[config.mk]
export PLATFORM = sky130hd
export DESIGN_NAME = instruction_control_unit
export DESIGN_NICKNAME = d
export VERILOG_FILES = /design/src/rtl/isa_pkg.sv /design/src/rtl/program_counter.sv /design/src/rtl/instruction_control_unit.sv
export SDC_FILE = /design/constraint.sdc
export NUM_CORES = 1
export LEC_CHECK = 0
export BUFFER_PORTS_ARGS = -buffer_cell sky130_fd_sc_hd__buf_2
export CORE_MARGIN = 2
export CORE_UTILIZATION = 40
export DETAILED_ROUTE_END_ITERATION = 6
export GPL_TIMING_DRIVEN = 0
export SETUP_SLACK_MARGIN = 0.5
export SYNTH_ARGS = -nofsm -noshare
export SYNTH_HDL_FRONTEND = slang
export SYNTH_SLANG_ARGS = --single-unit
[constraint.sdc]
create_clock -name clk -period 2.3 [get_ports clk]
set_clock_uncertainty 0.2 [all_clocks]
set_input_delay 0.345 -clock clk [delete_from_list [all_inputs] [get_ports clk]]
set_output_delay 0.345 -clock clk [all_outputs]
set_load 0.1 [all_outputs]
[src/rtl/isa_pkg.sv]
// Shared definitions for the 8-bit accumulator processor: opcodes,
// datapath mux select codes and the control FSM state encoding.
package isa_pkg;

  // Opcodes live in the top three bits of the instruction word.
  localparam logic [2:0] OP_LOAD  = 3'b000;
  localparam logic [2:0] OP_STORE = 3'b001;
  localparam logic [2:0] OP_ADD   = 3'b010;
  localparam logic [2:0] OP_SUB   = 3'b011;
  localparam logic [2:0] OP_IN    = 3'b100;
  localparam logic [2:0] OP_JZ    = 3'b101;
  localparam logic [2:0] OP_JPOS  = 3'b110;
  localparam logic [2:0] OP_HALT  = 3'b111;

  // Datapath A-register input mux codes.
  localparam logic [1:0] SEL_SUB = 2'd0;
  localparam logic [1:0] SEL_IN  = 2'd1;
  localparam logic [1:0] SEL_IR  = 2'd2;
  localparam logic [1:0] SEL_GND = 2'd3;

  typedef enum logic [3:0] {
    ST_INIT   = 4'd0,
    ST_FETCH  = 4'd1,
    ST_LATCH  = 4'd2,
    ST_DECODE = 4'd3,
    ST_OPLOAD = 4'd4,
    ST_EXEC   = 4'd5,
    ST_INWAIT = 4'd6,
    ST_INREL  = 4'd7,
    ST_HALT   = 4'd8
  } state_t;

endpackage

[src/rtl/program_counter.sv]
// Program counter: async clear, increment enable and parallel load.
// Load wins over increment so a jump in DECODE overrides any increment.
module program_counter #(
  parameter int W = 5
) (
  input  logic         clk,
  input  logic         reset_n,
  input  logic         inc,
  input  logic         load,
  input  logic [W-1:0] load_value,
  output logic [W-1:0] pc
);

  // pc register; increment wraps naturally modulo 2^W.
  always_ff @(posedge clk or negedge reset_n) begin
    if (!reset_n) begin
      pc <= '0;
    end else if (load) begin
      pc <= load_value;
    end else if (inc) begin
      pc <= pc + 1'b1;
    end
  end

endmodule

[src/rtl/instruction_control_unit.sv]
// Multi-cycle control FSM for the accumulator processor: fetches from a
// synchronous RAM, holds the instruction word and sequences the datapath.
module instruction_control_unit
  import isa_pkg::*;
#(
  parameter int n = 8
) (
  input  logic         clk,
  input  logic         reset_n,
  input  logic [n-1:0] ramData,
  input  logic         enter,
  input  logic         Aeq0,
  input  logic         Apos,
  output logic [n-4:0] memAddr,
  output logic         memWrite,
  output logic         opLoad,
  output logic [1:0]   Asel,
  output logic         loadA,
  output logic         clearA,
  output logic         sub,
  output logic [n-4:0] pc,
  output logic         waitIn,
  output logic         halt
);

  state_t       state;
  logic [n-1:0] instr;
  logic [2:0]   opcode;
  logic [n-4:0] operand_addr;
  logic         pc_inc;
  logic         jump_taken;

  assign opcode       = instr[n-1:n-3];
  assign operand_addr = instr[n-4:0];

  // Branch condition is sampled only while decoding a JZ/JPOS.
  assign jump_taken = (state == ST_DECODE) &&
                      (((opcode == OP_JZ) && Aeq0) ||
                       ((opcode == OP_JPOS) && Apos));
  assign pc_inc     = (state == ST_LATCH);

  program_counter #(
    .W(n-3)
  ) u_pc (
    .clk        (clk),
    .reset_n    (reset_n),
    .inc        (pc_inc),
    .load       (jump_taken),
    .load_value (operand_addr),
    .pc         (pc)
  );

  // State register and instruction latch.
  always_ff @(posedge clk or negedge reset_n) begin
    if (!reset_n) begin
      state <= ST_INIT;
      instr <= '0;
    end else begin
      case (state)
        ST_INIT:  state <= ST_FETCH;
        ST_FETCH: state <= ST_LATCH;
        ST_LATCH: begin
          instr <= ramData;
          state <= ST_DECODE;
        end
        ST_DECODE: begin
          case (opcode)
            OP_LOAD, OP_ADD, OP_SUB: state <= ST_OPLOAD;
            OP_IN:                   state <= ST_INWAIT;
            OP_HALT:                 state <= ST_HALT;
            default:                 state <= ST_FETCH;
          endcase
        end
        ST_OPLOAD: state <= ST_EXEC;
        ST_EXEC:   state <= ST_FETCH;
        ST_INWAIT: if (enter) state <= ST_INREL;
        ST_INREL:  if (!enter) state <= ST_FETCH;
        ST_HALT:   state <= ST_HALT;
        default:   state <= ST_INIT;
      endcase
    end
  end

  // Strobe decode from state and instruction. Everything is forced idle
  // while reset_n is low so an aborted instruction leaves no partial
  // write or load, and clearA only appears once reset is released.
  always_comb begin
    memAddr  = pc;
    memWrite = 1'b0;
    opLoad   = 1'b0;
    Asel     = SEL_GND;
    loadA    = 1'b0;
    clearA   = 1'b0;
    sub      = 1'b0;
    waitIn   = 1'b0;
    halt     = 1'b0;
    if (reset_n) begin
      case (state)
        ST_INIT: clearA = 1'b1;
        ST_DECODE: begin
          memAddr  = operand_addr;
          memWrite = (opcode == OP_STORE);
        end
        ST_OPLOAD: begin
          memAddr = operand_addr;
          opLoad  = 1'b1;
        end
        ST_EXEC: begin
          loadA = 1'b1;
          Asel  = (opcode == OP_LOAD) ? SEL_IR : SEL_SUB;
          sub   = (opcode == OP_SUB);
        end
        ST_INWAIT: begin
          waitIn = 1'b1;
          if (enter) begin
            Asel  = SEL_IN;
            loadA = 1'b1;
          end
        end
        ST_INREL: waitIn = 1'b1;
        ST_HALT:  halt = 1'b1;
        default: ;
      endcase
    end
  end

endmodule

==> flow_summary.yaml <==
placement:
  place_congestion: 0.680
  io_buffer_count: 31
  place_inst: 178
  dp_hpwl_um: 1840
synth:
  avgSynthCellArea_um2: 9.78
  async_flop_share_pct: 100
  yosysSeqAreaShare_pct: 37.5
  yosysUniqueCellTypes: 37
  yosys_warnings: 0
  syn_nets: 130
  synth-seq-cells: 17
  synth_area_mm2: 0.00113
  synth_common_cells: "dfrtp_1 (17), nand2_1 (12), nor2_1 (10), a21oi_1 (8), nand3_1 (8)"
  synth_top_area_share_pct: 37.5
  ys.flop_type: "dfrtp_1"
  syn_inst: 116
  synth_most_common_cell: "dfrtp_1"
  post-synth-top-area-cell: "dfrtp_1"
  synth_edf_count: 0
  synth_area_leaders: "dfrtp_1 (37%), mux2_4 (6.6%), mux2_2 (6.0%)"
hold_path:
  min_path_type: "primary input to flip-flop"
  whs_path_depth: 2
  hold_start: "ramData[3]"
  hold-path-endpoint: "instr[3]"
cts:
  clockRootBuffer: "clkbuf_4"
  cts_buffers: 3
  clock_path_buffers: 2
  clk_pin_slew_ns: 0.10
  clock_sinks: 17
  cts_htree_levels: 1
  cts_tree: "built"
  clk_latency_ns: 0.28
worst_setup_path:
  startpoint_type: "flip-flop"
  r2r_cells: 8
  rrSetupSlack_ns: 0.16
  critical_path_arrival_ns: 1.99
  regToRegEndpoint: "instr[7]"
  critPathMaxFanout: 5
  path_class: "flip-flop to primary output"
  crit_path_end_kind: "primary output"
  crit_required_ns: 1.75
  rr_startpoint: "state[0]"
route:
  ant_nets: 0
  drt-total-wl_um: 3280
  dr.first_iter.drc_count: 18
  vias: 1155
  drc: 0
  vias_per_cell: 5.45
  drt-wirelength-per-cell_um: 15.5
  drt-pass1-iter-count: 4
die:
  die-area_mm2: 0.00328
  rows: 19
  ios: 32
  start_util_pct: 41.5
  core_mm2: 0.00273
  die_w_um: 57.3
  die_y_um: 57.3
layout:
  final_cells: 212
  syn2layout_area_growth_pct: 81.9
  layout-drive-gt1-share_pct: 61.9
  antenna_cells: 0
  nNetsFinal: 196
sta:
  setup_violations: 10
  grt_setup_unrepaired: "true"
  timing.final.crit_share_pct: 110
  setup_ws_ns: -0.239
  final_hold_viol_count: 0
  timing.fmax_mhz: 394
  maxSlewHeadroom_pct: 43.4
  drv_slew: 0
  tightest_slew_ns: 0.849
  final.min_clock_period_ns: 2.54
run_status:
  violations: "negative setup slack"
  status: "finished, violations left"
global_routing:
  grt_first_pass_wirelength_um: 5340
  antenna_found_initial: 0
  gr-usage-all-layers_pct: 21.2
  overflow: 0
  grt_start_max_net_pins: 18
  grt_pass1_vias: 1165
flow_run:
  cap_violations: 0
cells by family after synthesis:
| family | count (synthesis) | share of synthesized area (%) |
|---|---|---|
| fa+ha+maj | 1 | 1.10 |
| compound gates | 17 | 9.70 |
| buf+inv | 10 | 5.62 |
| simple gates | 52 | 26.6 |
| mux | 16 | 17.2 |
| flops | 17 | 37.5 |
| xor+xnor | 3 | 2.32 |
final cells by class:
type	count	area, µm²
Tap cell	31	38.8
Clock buffer	4	26.3
Fill cell	184	669
Sequential cell	17	428
Timing Repair Buffer	61	659
Buffer	9	86.3
Inverter	1	3.75
Multi-Input combinational cell	89	822
registers in the layout, indices dropped and copies added (netlist names):
| register | flops |
|---|---|
| instr | 8 |
| state | 4 |
| u_pc.pc | 5 |
metrics by stage:
| stage | instance area (µm²) | hold WS (ns) | util (%) | setup TNS [ns] | worst slack, ns |
|---|---|---|---|---|---|
| 2_1_floorplan | 1250 | -0.151 | - | -0.171 | -0.171 |
| 3_3_place_gp | 1440 | 0.152 | 52.8 | -1.13 | -0.228 |
| 3_5_place_dp | 1440 | 0.151 | 52.8 | -1.11 | -0.228 |
| 4_1_cts | 1910 | 0.0722 | 69.7 | -1.32 | -0.261 |
| 5_1_grt | 2060 | 0.0685 | 75.5 | -2.69 | -0.344 |
| 6_report | 2060 | 0.0826 | 75.5 | -1.55 | -0.239 |
what timing repair did:
item | CTS | global route
buffers inserted | 18 | 11
pin swaps | 10 | 13
endpoints found under the hold margin | 17 | 0
hold buffers | 1 | 0
resized for setup | 78 | 18
endpoints found under the setup margin | 27 | 31
how the worst max path moves through the flow:
stage	from	end	slack (ns)	cells past startpoint
2_1_floorplan	state[3]	sub	-0.17	5
5_1_grt	state[0]	memAddr[4]	-0.34	7
6_report	state[0]	memAddr[2]	-0.24	7
3_3_place_gp	reset_n	memAddr[3]	-0.23	5
4_1_cts	state[0]	memAddr[3]	-0.26	7
3_5_place_dp	reset_n	memAddr[3]	-0.23	5
critical path, stage by stage, from the launching register on:
cell     delay (ns)
dfrtp_1        0.40
buf_6          0.12
nor3b_2        0.14
a21oi_1        0.05
or3b_1         0.37
buf_6          0.16
mux2_4         0.31
buf_12         0.17
metal layers:
metal,global-route usage [%],up-vias,share of wire [%]
met2,37.9,29,54
li1,-,542,-
met3,3.17,8,3.4
met1,25.9,576,41
met4,7.31,0,2.0
met5,0,-,0
cells in the final DEF, fill, tap and decap left out, types with 2 or more instances in the layout:
| master | instances |
|---|---|
| nor3_4 | 3 |
| buf_8 | 2 |
| buf_4 | 16 |
| dfrtp_2 | 2 |
| and3b_1 | 2 |
| clkbuf_1 | 3 |
| mux2i_1 | 3 |
| mux2_4 | 13 |
| nand2_1 | 7 |
| buf_6 | 15 |
| clkbuf_4 | 4 |
| nand2_2 | 4 |
| nor2b_1 | 2 |
| buf_2 | 16 |
| buf_12 | 15 |
| nor2_1 | 9 |
| a21oi_1 | 7 |
| dfrtp_1 | 15 |
| nor2b_4 | 2 |
| nand3_2 | 2 |
| nand3_1 | 6 |
| o21ai_0 | 2 |
Power is left out: the tool's default activity adds up to more than one toggle a clock period on the data nets, which glitch-free logic cannot reach.
